<file path="src/rtl/mdu_cdb_fifo.sv">
`default_nettype none
// ============================================================================
// Module      : mdu_cdb_fifo (with mdu_cdb_pkg)
// Description : Small circular result buffer between the MDU issue stage and
//               the CDB arbiter. It presents the oldest entry first-word-
//               fallthrough, and its ready/valid outputs are purely registered.
// Revision    : 1.0 - initial release
// ============================================================================

package mdu_cdb_pkg;
    // Result broadcast on the common data bus
    typedef struct packed {
        logic        valid;
        logic [5:0]  rob_id;
        logic [31:0] data;
    } cdb_info_t;
endpackage

module mdu_cdb_fifo
    import mdu_cdb_pkg::*;
#(
    parameter int DEPTH   = 4,
    parameter int PTR_LEN = $clog2(DEPTH)
) (
    input  logic               clk,
    input  logic               rst_n,
    input  logic               flush,
    input  cdb_info_t          result_i,
    input  logic               valid_i,
    output logic               ready_o,
    output cdb_info_t          result_o,
    output logic               valid_o,
    input  logic               ready_i,
    output logic [PTR_LEN:0]   count_o
);

    localparam logic [PTR_LEN:0]   c_FULL    = (PTR_LEN+1)'(DEPTH);
    localparam logic [PTR_LEN:0]   c_CNT_ONE = (PTR_LEN+1)'(1);
    localparam logic [PTR_LEN-1:0] c_PTR_ONE = PTR_LEN'(1);

    cdb_info_t          r_mem [DEPTH];
    logic [PTR_LEN-1:0] r_head;
    logic [PTR_LEN-1:0] r_tail;
    logic [PTR_LEN:0]   r_count;

    logic w_push;
    logic w_pop;

    // Handshake flags come only from the occupancy register, so neither
    // ready_o nor valid_o has a combinational path from the other side.
    assign ready_o = (r_count != c_FULL);
    assign valid_o = (r_count != '0);
    assign count_o = r_count;

    // A full buffer refuses writes even if it pops this cycle; an empty one
    // ignores ready_i. Both fall out of the registered flags above.
    assign w_push = valid_i & ready_o;
    assign w_pop  = valid_o & ready_i;

    // Array contents are never exposed while empty, so they need no reset.
    assign result_o = valid_o ? r_mem[r_head] : '0;

    // Pointer and occupancy update; flush wins over any push or pop.
    always_ff @(posedge clk or negedge rst_n) begin
        if (!rst_n) begin
            r_head  <= '0;
            r_tail  <= '0;
            r_count <= '0;
        end else if (flush) begin
            r_head  <= '0;
            r_tail  <= '0;
            r_count <= '0;
        end else begin
            if (w_push) begin
                r_tail <= r_tail + c_PTR_ONE;
            end
            if (w_pop) begin
                r_head <= r_head + c_PTR_ONE;
            end
            case ({w_push, w_pop})
                2'b10:   r_count <= r_count + c_CNT_ONE;
                2'b01:   r_count <= r_count - c_CNT_ONE;
                default: r_count <= r_count;
            endcase
        end
    end

    // Storage write at the tail; a flushed push is dropped entirely.
    always_ff @(posedge clk) begin
        if (w_push && !flush) begin
            r_mem[r_tail] <= result_i;
        end
    end

endmodule
`default_nettype wire

</file>
<file path="config.mk">
export PLATFORM = sky130hd
export DESIGN_NAME = mdu_cdb_fifo
export DESIGN_NICKNAME = d
export VERILOG_FILES = /design/src/rtl/mdu_cdb_fifo.sv
export SDC_FILE = /design/constraint.sdc
export NUM_CORES = 1
export LEC_CHECK = 0
export ABC_AREA = 1
export BUFFER_PORTS_ARGS = -buffer_cell sky130_fd_sc_hd__buf_2
export CAP_MARGIN = 20
export CORE_MARGIN = 2
export CORE_UTILIZATION = 57
export DETAILED_ROUTE_END_ITERATION = 10
export GPL_ROUTABILITY_DRIVEN = 0
export PLACE_DENSITY = 0.79
export SLEW_MARGIN = 15
export SYNTH_ARGS = -nofsm -noshare
export SYNTH_HDL_FRONTEND = slang
export SYNTH_SLANG_ARGS = --single-unit
</file>
<file path="constraint.sdc">
create_clock -name clk -period 4.12 [get_ports clk]
set_clock_uncertainty 0.05 [all_clocks]
set_input_delay 0.206 -clock clk [delete_from_list [all_inputs] [get_ports clk]]
set_output_delay 0.206 -clock clk [all_outputs]
set_load 0.02 [all_outputs]
</file>
Word-level counts from Yosys, hierarchy flattened
Memory sizes are Yosys's and may differ from the RTL's. Index checks and enable logic that the tools add are counted.

Memories kept: 1. Register bits: 7. Memory bits (writable): 156. ROM bits: 0. Bits in latches: 0.

Muxes and demuxes: 9. Shift-type cells: 0. Multipliers: 0. Reduce and logical (&&, ||, !) cells: 6. $add $sub $neg: 4. Divide/modulo/power cells: 0. Equal/unequal tests: 3. Order comparisons: 0. Bitwise logic cells: 2.

Memories: r_mem (words 4, width 39, rd ports 1, clocked after memory_dff 0, write ports 1, line 41) `cdb_info_t r_mem [DEPTH];`.

Operators by type and width (count): $mux W39 (1); $mux W2 (4); $pmux W3 S2 (1); $reduce_bool A3 Y1 (2); $add A2 B1 Y2 const B (2); $reduce_bool A2 Y1 (2); $add A3 B1 Y3 const B (1); $mux W3 (1); $ne A3 B3 Y1 const B (1); $sub A3 B1 Y3 const B (1); $and A1 B1 Y1 (2); $eq A2 B1 Y1 const B (1); $eq A2 B2 Y1 const B (1); $mux W1 (2); $logic_and A1 B1 Y1 (1); $logic_not A1 Y1 (1).

Longest topological paths before layout
Depth after elaboration: 5. Gate-level depth with buffers: 12.

Least setup slack after synthesis
Ideal clock, no wire load.

Path type: register to register. From: register r_count[0], in the netlist count_o[0]. To: memory r_mem[0][0] (netlist name), enable pin. Path slack: 1.060 ns. Arrival time: 2.575 ns. Library setup time: 0.435 ns. Data required time: 3.635 ns. Period minus slack after synthesis: 3.060 ns. Cell stages (with the launch flop): 5. Cell sequence: dfrtp_1 -> nor2_4 -> a21oi_2 -> nand2_1 -> nor2_1.

Word-level cells in the longest chain between the ends: 5.

RTL lines: from (decl) (line 44) `logic [PTR_LEN:0] r_count;`; from (signal assigned) (line 81) `2'b10: r_count <= r_count + c_CNT_ONE;`; from (signal assigned) (line 82) `2'b01: r_count <= r_count - c_CNT_ONE;`; from (signal assigned) (line 83) `default: r_count <= r_count;`; $ne A3 B3 Y1 (line 51) `assign ready_o = (r_count != c_FULL);`; $and A1 B1 Y1 (line 57) `assign w_push = valid_i & ready_o;`; $logic_and A1 B1 Y1 (line 90) `if (w_push && !flush) begin`; $mux W1 (line 90); $mux W1 (not written as such) (line 91) `r_mem[r_tail] <= result_i;`; to (decl) (line 41).

Every way passes these cells.

==> impl_metrics.tcl <==
set metrics [dict create \
    final_period_minus_worst_setup_slack_ns 2.83 \
    starting_utilization_of_the_core_area 0.577 \
    die_x_microns 111 \
    crit_chain "buf_4, nor2_1, nor2_1, o21ai_0, a21oi_1, buf_2" \
    yosys.area.top_type_share 0.717 \
    clkSlewWorstSetupHoldPaths_ns 0.06 \
    route.detailed.wl_per_inst_microns 16.9 \
    final_common_cell "sky130_fd_sc_hd__nor2_1" \
    synth_area_sq_mm 0.00653 \
    worstHoldPathType "input pin to register" \
    critical-path-max-stage-delay_ns 0.96 \
    status "complete, no violations" \
    worst-endpoint-arrival_ns 2.57 \
    layout.cells.most_common_list "sky130_fd_sc_hd__nor2_1, sky130_fd_sc_hd__edfxtp_1, sky130_fd_sc_hd__buf_2, sky130_fd_sc_hd__o21ai_0, sky130_fd_sc_hd__a21oi_1" \
    destination_of_the_worst_hold_path "r_head[0]" \
    fp.dieH_microns 111 \
    slew_viol_final 0 \
    clock_path_buffers 2 \
    final_min_period_over_clock_period 0.687 \
    grt_first_pass_wirelength_microns 21300 \
    first_global_vias 4394 \
    number_of_flip_flops_and_latches_in_the_synthesized_netlist 163 \
    crit_fanout 48 \
    cp_data_required_time_ns 3.86 \
    clock_insertion_delay_worst_skew_ns 0.41 \
    finalSetupTns_ns 0 \
    setup_viol 0 \
    ys.warnings.count 0 \
    placementRows 39 \
    worstMarginPinSlew_ns 0.913 \
    timing.slew.headroom 0.390 \
    postLayoutCoreUtil 0.712 \
    layout-area-overhead-vs-synth_pct 23.4 \
    clock_sinks 163 \
    setup.worst_path.class "register to primary output" \
    grtUsageTotal 0.223 \
    routed-via-count 4421 \
    synth.net_count 574 \
    grt_max_degree 80 \
    post_synth_main_area_contributors "sky130_fd_sc_hd__edfxtp_1, sky130_fd_sc_hd__nor2_1, sky130_fd_sc_hd__o21ai_0" \
    overflow 0 \
    detail_route.wirelength_microns 13600 \
    reg2reg_setup_slack_ns 1.62 \
    fraction_of_final_layout_cells_sized_beyond_drive_strength_1 0.209 \
    clock_tree_from_tritoncts "built" \
    worst_hold_startpoint "ready_i" \
    final_antenna_net_count 0 \
    number_of_antenna_violations_at_the_first_check_in_global_routing 0 \
    synthCells 525 \
    htreeDepth 4 \
    timing.reg2reg.worst_path_depth 5 \
    finalNetCount 697 \
    synth_top_cell_by_area "sky130_fd_sc_hd__edfxtp_1" \
    synth_cell_types 24 \
    numCtsBuffers 17 \
    avgViaCountPerCell 5.50 \
    maxCapViolations 0 \
    power_per_standard_cell_area_mw_per_mm2 615 \
    post_synth.cell_area_avg_sq_um 12.4 \
    seq_area_frac_synth 0.744 \
    endpoint_kind "primary output" \
    coreArea_sq_mm 0.0113 \
    post_cts_resize_count 0 \
    drt-initial-drc-count 348 \
    critPathMostFrequentCell "sky130_fd_sc_hd__nor2_1" \
    maximum_resistive_drop_on_vdd_uv 361 \
    post-dp-hpwl_microns 7630 \
    max_freq_mhz 353 \
    rsz0062_at_grt "no" \
    cts_root_buffer "sky130_fd_sc_hd__clkbuf_16" \
    timing.rr.end "r_mem[2][8]" \
    crit_family "flip-flops" \
    p_leak_uw 0.00301 \
    worstSetupStartpointType "register" \
    reg2reg_start "count_o[0]" \
    io_buffer_count 87 \
    drtPass1Iterations 5 \
    antenna_cells 0 \
    min_path_cells 3 \
    cpMaxStageDelayCell "sky130_fd_sc_hd__dfrtp_2" \
    critical_path_buf_inv_count 2 \
    hold_violations 0 \
    drc 0 \
    die-area_sq_mm 0.0123 \
    io-pin-count 88 \
]
[what timing repair did]
action	4_1_cts	5_1_grt
hold endpoints to repair	163	0
hold buffers	40	0
setup buffers	0	0
[cells in the mapped netlist, drive strengths merged]
library cell / number
a21oi: 42
buf: 17
clkbuf: 13
dfrtp: 7
edfxtp: 156
fa: 1
ha: 4
inv: 16
nand2: 16
nand3: 5
nand4: 3
nor2: 163
o21ai: 81
xor2: 1
[power breakdown]
group | internal, uW | switching (uW)
Sequential | 1930 | 87.9
Clock | 962 | 630
Combinational | 407 | 941
Total | 3300 | 1660
[worst min-delay path, stage by stage]
cell                      delay (ns)
sky130_fd_sc_hd__buf_2          0.12
sky130_fd_sc_hd__nand2_2        0.08
sky130_fd_sc_hd__a21oi_1        0.07
[area by class of cell]
| class | count | area (sq um) |
|---|---|---|
| tap | 143 | 179 |
| sequential | 163 | 4860 |
| inverter | 16 | 62.6 |
| multi-input combinational | 316 | 1460 |
| clock inverter | 14 | 179 |
| fill | 744 | 3260 |
| timing repair buffer | 134 | 888 |
| clock buffer | 18 | 429 |
[routing by layer]
| metal | up-vias | wire (microns) | global-route usage | share of wire |
|---|---|---|---|---|
| li1 | 2090 | - | - | - |
| met1 | 2119 | 5440 | 0.280 | 0.40 |
| met2 | 191 | 6990 | 0.387 | 0.51 |
| met3 | 21 | 956 | 0.0492 | 0.070 |
| met4 | 0 | 217 | 0.0807 | 0.016 |
| met5 | - | 0 | 0 | 0 |
[worst max-delay path by stage]
stage | from | end | slack, ns | depth (start not counted)
after global routing | r_head[0] | result_o[35] | 1.16 | 6
after floorplan | count_o[0] | r_mem[0][0] | 1.06 | 4
after detailed placement | count_o[0] | r_mem[2][3] | 1.62 | 5
after global placement | count_o[0] | r_mem[2][6] | 1.71 | 5
final | r_head[0] | result_o[34] | 1.29 | 6
after CTS | r_head[0] | result_o[17] | 1.32 | 4
[cell families after synthesis]
family / count (synthesis) / synth area share
adder cells (fa/ha/maj): 5 / 0.0107
AND/OR/NAND/NOR: 187 / 0.113
XOR/XNOR: 1 / 0.00134
AO/OA/AOI/OAI: 123 / 0.0948
buffers and inverters: 46 / 0.0368
flip-flops: 163 / 0.744
[through the flow]
step / cell area (sq um) / hold WS, ns / worst slack [ns] / instances / total power, uW
final: 8060 / 0.0449 / 1.29 / 804 / 4960
after global routing: 8060 / 0.0468 / 1.16 / 804 / 5170
after CTS: 8060 / 0.0325 / 1.32 / 804 / 4970
after detailed placement: 7050 / -0.00216 / 1.62 / 732 / 3350
after global placement: 7050 / 0.00210 / 1.71 / 732 / 3320
after floorplan: 6530 / -0.140 / 1.06 / 525 / 2970
[state kept, by name (all words and copies together) (netlist names)]
register / count
r_tail: 2
r_head: 2
count_o: 3
r_mem: 156
No activity file was read; power rests on OpenSTA's default activity.
